==> config.mk <==
export PLATFORM = sky130hd
export DESIGN_NAME = alu_seq
export DESIGN_NICKNAME = d
export VERILOG_FILES = /design/src/rtl/alu_seq.sv
export SDC_FILE = /design/constraint.sdc
export NUM_CORES = 1
export LEC_CHECK = 0
export ABC_AREA = 1
export CORE_MARGIN = 1
export CORE_UTILIZATION = 60
export DETAILED_ROUTE_END_ITERATION = 10
export PLACE_DENSITY = 0.9
export RECOVER_POWER = 100
export SYNTH_ARGS = -nofsm -noshare
export SYNTH_HDL_FRONTEND = slang
export SYNTH_SLANG_ARGS = --single-unit
==> constraint.sdc <==
create_clock -name clk -period 3.3 [get_ports clk]
set_input_delay 0.66 -clock clk [delete_from_list [all_inputs] [get_ports clk]]
set_output_delay 0.66 -clock clk [all_outputs]
set_load 0.02 [all_outputs]
==> src/rtl/alu_seq.sv <==
// Handshaked WIDTH-bit ALU: single-cycle ops complete on the accepting edge,
// MUL/MULH run a WIDTH-step shift-add multiplier before presenting the result.
module alu_seq #(
  parameter int WIDTH = 8
) (
  input  logic             clk,
  input  logic             rst,
  input  logic             in_valid,
  output logic             in_ready,
  input  logic [WIDTH-1:0] A,
  input  logic [WIDTH-1:0] B,
  input  logic [3:0]       ALU_Sel,
  output logic             out_valid,
  input  logic             out_ready,
  output logic [WIDTH-1:0] ALU_Out,
  output logic             CarryOut,
  output logic             Zero,
  output logic             Overflow,
  output logic             busy
);

  localparam int CW = $clog2(WIDTH);

  localparam logic [3:0] OP_ADD  = 4'd0,  OP_SUB  = 4'd1,  OP_AND  = 4'd2,  OP_OR   = 4'd3;
  localparam logic [3:0] OP_XOR  = 4'd4,  OP_NOT  = 4'd5,  OP_SHL1 = 4'd6,  OP_SHR1 = 4'd7;
  localparam logic [3:0] OP_ROL1 = 4'd8,  OP_MUL  = 4'd9,  OP_MULH = 4'd10, OP_SLT  = 4'd11;
  localparam logic [3:0] OP_SLL  = 4'd12, OP_SRL  = 4'd13, OP_SRA  = 4'd14, OP_PASS = 4'd15;

  typedef enum logic [1:0] {IDLE, BUSY, DONE} state_t;

  state_t           state_q, state_d;
  logic             in_ready_q, in_ready_d;
  logic             out_valid_q, out_valid_d;
  logic             busy_q, busy_d;
  logic [WIDTH-1:0] res_q, res_d;
  logic             carry_q, carry_d;
  logic             zero_q, zero_d;
  logic             ovf_q, ovf_d;
  logic [WIDTH-1:0] mcand_q, mcand_d;
  logic [WIDTH-1:0] hi_q, hi_d;
  logic [WIDTH-1:0] lo_q, lo_d;
  logic [CW-1:0]    cnt_q, cnt_d;
  logic             mulh_q, mulh_d;

  // Single-cycle datapath, evaluated on the live inputs at the accepting edge
  logic [WIDTH:0]   sum, diff;
  logic [WIDTH-1:0] f_res;
  logic             f_c, f_v, big_shift;

  always_comb begin
    sum       = {1'b0, A} + {1'b0, B};
    diff      = {1'b0, A} - {1'b0, B};
    big_shift = 32'(B) >= WIDTH;
    f_res     = '0;
    f_c       = 1'b0;
    f_v       = 1'b0;
    case (ALU_Sel)
      OP_ADD: begin
        f_res = sum[WIDTH-1:0];
        f_c   = sum[WIDTH];
        f_v   = (A[WIDTH-1] == B[WIDTH-1]) && (sum[WIDTH-1] != A[WIDTH-1]);
      end
      OP_SUB: begin
        f_res = diff[WIDTH-1:0];
        f_c   = diff[WIDTH];
        f_v   = (A[WIDTH-1] != B[WIDTH-1]) && (diff[WIDTH-1] != A[WIDTH-1]);
      end
      OP_AND:  f_res = A & B;
      OP_OR:   f_res = A | B;
      OP_XOR:  f_res = A ^ B;
      OP_NOT:  f_res = ~A;
      OP_SHL1: begin
        f_res = {A[WIDTH-2:0], 1'b0};
        f_c   = A[WIDTH-1];
      end
      OP_SHR1: begin
        f_res = {1'b0, A[WIDTH-1:1]};
        f_c   = A[0];
      end
      OP_ROL1: begin
        f_res = {A[WIDTH-2:0], A[WIDTH-1]};
        f_c   = A[WIDTH-1];
      end
      OP_SLT:  f_res = {{(WIDTH-1){1'b0}}, ($signed(A) < $signed(B))};
      OP_SLL:  f_res = big_shift ? '0 : (A << B);
      OP_SRL:  f_res = big_shift ? '0 : (A >> B);
      OP_SRA: begin
        if (big_shift) f_res = {WIDTH{A[WIDTH-1]}};
        else           f_res = $signed(A) >>> B;
      end
      OP_PASS: f_res = B;
      default: f_res = '0;
    endcase
  end

  // One shift-add step: {hi,lo} holds the partial product with the
  // unconsumed multiplier bits in the low half.
  logic [WIDTH:0]   step_sum;
  logic [WIDTH-1:0] nx_hi, nx_lo, mul_res;

  always_comb begin
    step_sum = {1'b0, hi_q} + (lo_q[0] ? {1'b0, mcand_q} : '0);
    nx_hi    = step_sum[WIDTH:1];
    nx_lo    = {step_sum[0], lo_q[WIDTH-1:1]};
    mul_res  = mulh_q ? nx_hi : nx_lo;
  end

  always_comb begin
    state_d     = state_q;
    in_ready_d  = in_ready_q;
    out_valid_d = out_valid_q;
    busy_d      = busy_q;
    res_d       = res_q;
    carry_d     = carry_q;
    zero_d      = zero_q;
    ovf_d       = ovf_q;
    mcand_d     = mcand_q;
    hi_d        = hi_q;
    lo_d        = lo_q;
    cnt_d       = cnt_q;
    mulh_d      = mulh_q;
    case (state_q)
      IDLE: begin
        in_ready_d = 1'b1;
        if (in_valid && in_ready_q) begin
          in_ready_d = 1'b0;
          if (ALU_Sel == OP_MUL || ALU_Sel == OP_MULH) begin
            mcand_d = A;
            lo_d    = B;
            hi_d    = '0;
            cnt_d   = '0;
            mulh_d  = (ALU_Sel == OP_MULH);
            busy_d  = 1'b1;
            state_d = BUSY;
          end else begin
            res_d       = f_res;
            carry_d     = f_c;
            ovf_d       = f_v;
            zero_d      = (f_res == '0);
            out_valid_d = 1'b1;
            state_d     = DONE;
          end
        end
      end
      BUSY: begin
        hi_d  = nx_hi;
        lo_d  = nx_lo;
        cnt_d = cnt_q + CW'(1);
        if (cnt_q == CW'(WIDTH-1)) begin
          res_d       = mul_res;
          carry_d     = 1'b0;
          ovf_d       = !mulh_q && (nx_hi != '0);
          zero_d      = (mul_res == '0);
          busy_d      = 1'b0;
          out_valid_d = 1'b1;
          state_d     = DONE;
        end
      end
      DONE: begin
        if (out_ready) begin
          out_valid_d = 1'b0;
          in_ready_d  = 1'b1;
          state_d     = IDLE;
        end
      end
      default: state_d = IDLE;
    endcase
  end

  always_ff @(posedge clk) begin
    if (rst) begin
      state_q     <= IDLE;
      in_ready_q  <= 1'b0;
      out_valid_q <= 1'b0;
      busy_q      <= 1'b0;
      res_q       <= '0;
      carry_q     <= 1'b0;
      zero_q      <= 1'b0;
      ovf_q       <= 1'b0;
      mcand_q     <= '0;
      hi_q        <= '0;
      lo_q        <= '0;
      cnt_q       <= '0;
      mulh_q      <= 1'b0;
    end else begin
      state_q     <= state_d;
      in_ready_q  <= in_ready_d;
      out_valid_q <= out_valid_d;
      busy_q      <= busy_d;
      res_q       <= res_d;
      carry_q     <= carry_d;
      zero_q      <= zero_d;
      ovf_q       <= ovf_d;
      mcand_q     <= mcand_d;
      hi_q        <= hi_d;
      lo_q        <= lo_d;
      cnt_q       <= cnt_d;
      mulh_q      <= mulh_d;
    end
  end

  assign in_ready  = in_ready_q;
  assign out_valid = out_valid_q;
  assign busy      = busy_q;
  assign ALU_Out   = res_q;
  assign CarryOut  = carry_q;
  assign Zero      = zero_q;
  assign Overflow  = ovf_q;

endmodule

==> flow_summary.toml <==
[status]
status = "finished clean"

[worst_setup_path]
path_class = "input pin to register"
worst-endpoint-required_ns = 3.49
crit_arrival_ns = 3.27
critPathCaptureType = "register"
timing.critical_path.fanout_max = 14
crit_path_start = "B[6]"
r2r-start = "lo_q[0]"
critical_path.startpoint_type = "input pin"

[final_layout]
antenna_cells_inserted = 0
stdcell_area_um2 = 5473
final_net_count = 954
regArea_um2 = 880.8
syn_to_final_growth_pct = 13.73
multi_input_comb_area_um2 = 3410
post_layout_nonfiller_instances = 991
fillCellCount = 712
final_layout_size_suffix_gt1_frac = 0.05962

[worst_hold_path]
min_from = "out_valid"
hold_class = "register to register"

[sta]
setup_repair_after_global_routing_missed_its_margin = "no"
post-route-min-period_ns = 3.087
timing.max_slew.rel_slack = 0.01250
hold_viol = 0
fin_worst_skew_ns = 0.006354
layout_worst_path_cycle_share = 0.9356
fmaxAchievable_mhz = 323.9
timing_worst_slew_pin_value_ns = 1.481
worst_hold_slack_ns = 0.4494
final-setup-viol-count = 0
final-max-slew-violation-count = 0
fin_tns_setup_ns = 0

[yosys]
synth-warning-count = 0
synth_top_area_cell = "sky130_fd_sc_hd__nand2_1"
netlist-cell-type-count = 46
netlist_instances = 841
postSynthNetCount = 907
ys_dominant_reg_cell = "sky130_fd_sc_hd__dfxtp_1"
postSynth.asyncResetShare = 0
yosysTopAreaCellShare = 0.2145
synth_edf_count = 0
seq_area_frac_synth = 0.1830
mappedNetlistArea_um2 = 4812
synth.area.top_cells = "sky130_fd_sc_hd__nand2_1 (21%), sky130_fd_sc_hd__dfxtp_1 (18%), sky130_fd_sc_hd__ha_1 (10%)"
syn_area_per_cell_um2 = 5.722
ys_seq_elements = 44

[grt]
antenna_found_initial = 0
groute.usage.overall = 0.3936
grt_max_degree = 33
grt_pass1_wl_um = 26200
first_global_vias = 5478
overflow = 0

[drt]
dr.pass1.iters = 8
number_of_nets_still_failing_antenna_checks_after_routing = 0
vias_per_cell = 5.890
drcViolationCount = 0
drt-initial-drc-count = 712
detail_route.wirelength_um = 16090
num_vias = 5837
drt-wirelength-per-cell_um = 16.24

[pwr]
power.sequential.fraction = 0.315
share_clk_of_total_power = 0.154
post-layout-total-power_mw = 2.285
net-switching-power_mw = 1.071
cellLeakagePower_nw = 2.865
pwr-share-comb = 0.531
peak_vdd_ir_mv = 0.5963
power_report.internal_total_mw = 1.214
pwr_density_cell_nw_per_um2 = 417.5
power_switching_share = 0.4689

[clocking]
number_of_levels_the_h_tree_was_split_into = 2
cts.reportedPaths.clkPinSlew_ns = 0.08
cts_resized = 0
post-cts-setup-buffer-count = 0
clock_path_buffers = 2
root_buffer = "sky130_fd_sc_hd__clkbuf_8"
tritoncts = "yes"
cts_buffers = 5
cts_sinks = 44
cts.hold.buffers_added = 0
clock_latency_ns = 0.30

[place]
place_hpwl_um = 12730
dpl-instance-area_um2 = 5391
placed_cells = 983
port-buffer-count = 37
place.gp.congestion = 1.044

[floorplanning]
die_ht_um = 91.56
std_cell_rows = 32
start_util = 0.6227
die_area_um2 = 8382
ios = 38
die_width_um = 91.56
area_inside_the_core_boundary_um2 = 7727

[flow_run]
timing.max_cap.violations = 0
[critical path: stages]
cell and delay (ns):
sky130_fd_sc_hd__dlygate4sd3_1 0.65, sky130_fd_sc_hd__nor2_2 0.49, sky130_fd_sc_hd__nand3_1 0.37, sky130_fd_sc_hd__nor2_1 0.34, sky130_fd_sc_hd__inv_1 0.09, sky130_fd_sc_hd__a21oi_1 0.12, sky130_fd_sc_hd__nand2_1 0.07, sky130_fd_sc_hd__nand3_1 0.14
sky130_fd_sc_hd__nor2_1 0.09, sky130_fd_sc_hd__nand2_1 0.06, sky130_fd_sc_hd__nor2_1 0.04, sky130_fd_sc_hd__nand3_1 0.07, sky130_fd_sc_hd__a21oi_1 0.07
[synth_stat cells, types with 4 or more instances]
| cell | count |
|---|---|
| sky130_fd_sc_hd__o21ai_0 | 33 |
| sky130_fd_sc_hd__a31oi_1 | 9 |
| sky130_fd_sc_hd__clkinv_1 | 4 |
| sky130_fd_sc_hd__nand2_1 | 275 |
| sky130_fd_sc_hd__xor2_1 | 6 |
| sky130_fd_sc_hd__nand4_1 | 17 |
| sky130_fd_sc_hd__o211ai_1 | 5 |
| sky130_fd_sc_hd__nor2_1 | 94 |
| sky130_fd_sc_hd__ha_1 | 39 |
| sky130_fd_sc_hd__nor2_2 | 4 |
| sky130_fd_sc_hd__inv_1 | 91 |
| sky130_fd_sc_hd__a21oi_1 | 54 |
| sky130_fd_sc_hd__buf_2 | 12 |
| sky130_fd_sc_hd__dfxtp_1 | 44 |
| sky130_fd_sc_hd__a22oi_1 | 5 |
| sky130_fd_sc_hd__nand3_1 | 93 |
| sky130_fd_sc_hd__clkbuf_1 | 8 |
[layer usage]
layer  share of wire  up-vias  GRT usage  wire length, µm
li1                -     2820          -                -
met1            0.41     2619     0.5395             6658
met2            0.45      360     0.6385             7280
met3            0.11       38    0.04858             1788
met4           0.022        0     0.1243              362
met5               0        -          0                0
[path summary, 6_finish.rpt]
check	slack, ns	to	cells past startpoint
worst max register to register	0.74	Zero	15
worst max-delay path	0.21	Zero	13
worst min-delay path	0.45	out_valid	2
worst min register to register	0.45	out_valid	2
[flip-flops by register name, summed over array words and instances, names as in the netlist]
signal,count
cnt_q,3
Overflow,1
busy,1
ALU_Out,8
in_ready,1
hi_q,8
out_valid,1
mcand_q,8
state_q,2
mulh_q,1
lo_q,8
CarryOut,1
Zero,1
[final cells by class]
class,count,area share
sequential,44,0.1610
clock buffer,6,0.01509
timing repair buffer,67,0.1086
multi-input combinational,672,0.6230
inverter,98,0.06722
clock inverter,2,0.001829
tap,102,0.02332
[cell families (layout without fill, tap and decap cells)]
group / Yosys count / count (layout) / share of synthesized area
xor gates and xnor gates: 7 / 7 / 0.01274
AOI/OAI and AO/OA: 121 / 121 / 0.1412
muxes: 1 / 1 / 0.002080
DFF: 44 / 44 / 0.1830
buffers and inverters: 125 / 173 / 0.1063
adders and majority gates: 42 / 42 / 0.1139
and+or+nand+nor: 501 / 501 / 0.4407
[stage by stage]
stage | utilization | worst slack (ns)
after global routing | 0.7082 | 0.05592
after global placement | 0.6977 | 0.06378
after CTS | 0.7097 | 0.2377
after detailed placement | 0.6977 | -0.08143
final | 0.7082 | 0.2127
after floorplan | - | 0.7545
[power groups by stage]
| stage | combinational (mW) | clock (mW) | sequential [mW] |
|---|---|---|---|
| finish | 1.21 | 0.351 | 0.720 |
| global route | 1.34 | 0.382 | 0.733 |
| CTS | 1.21 | 0.353 | 0.719 |
| detailed placement | 1.20 | 0 | 0.729 |
| global placement | 1.16 | 0 | 0.725 |
| floorplan | 0.747 | 0 | 0.764 |
[cell usage in the layout, fill, tap and decap left out, drive strengths merged, types with 6 or more instances in the layout]
cell type,instances
a31oi,9
a21oi,55
nand4,17
inv,94
ha,39
buf,29
o21ai,35
nand3,96
xor2,6
nor2,101
dfxtp,44
clkdlybuf4s50,16
nand2,278
dlygate4sd3,20
clkinv,6
clkbuf,7
Note: power is estimated with default switching activity, not from simulation.
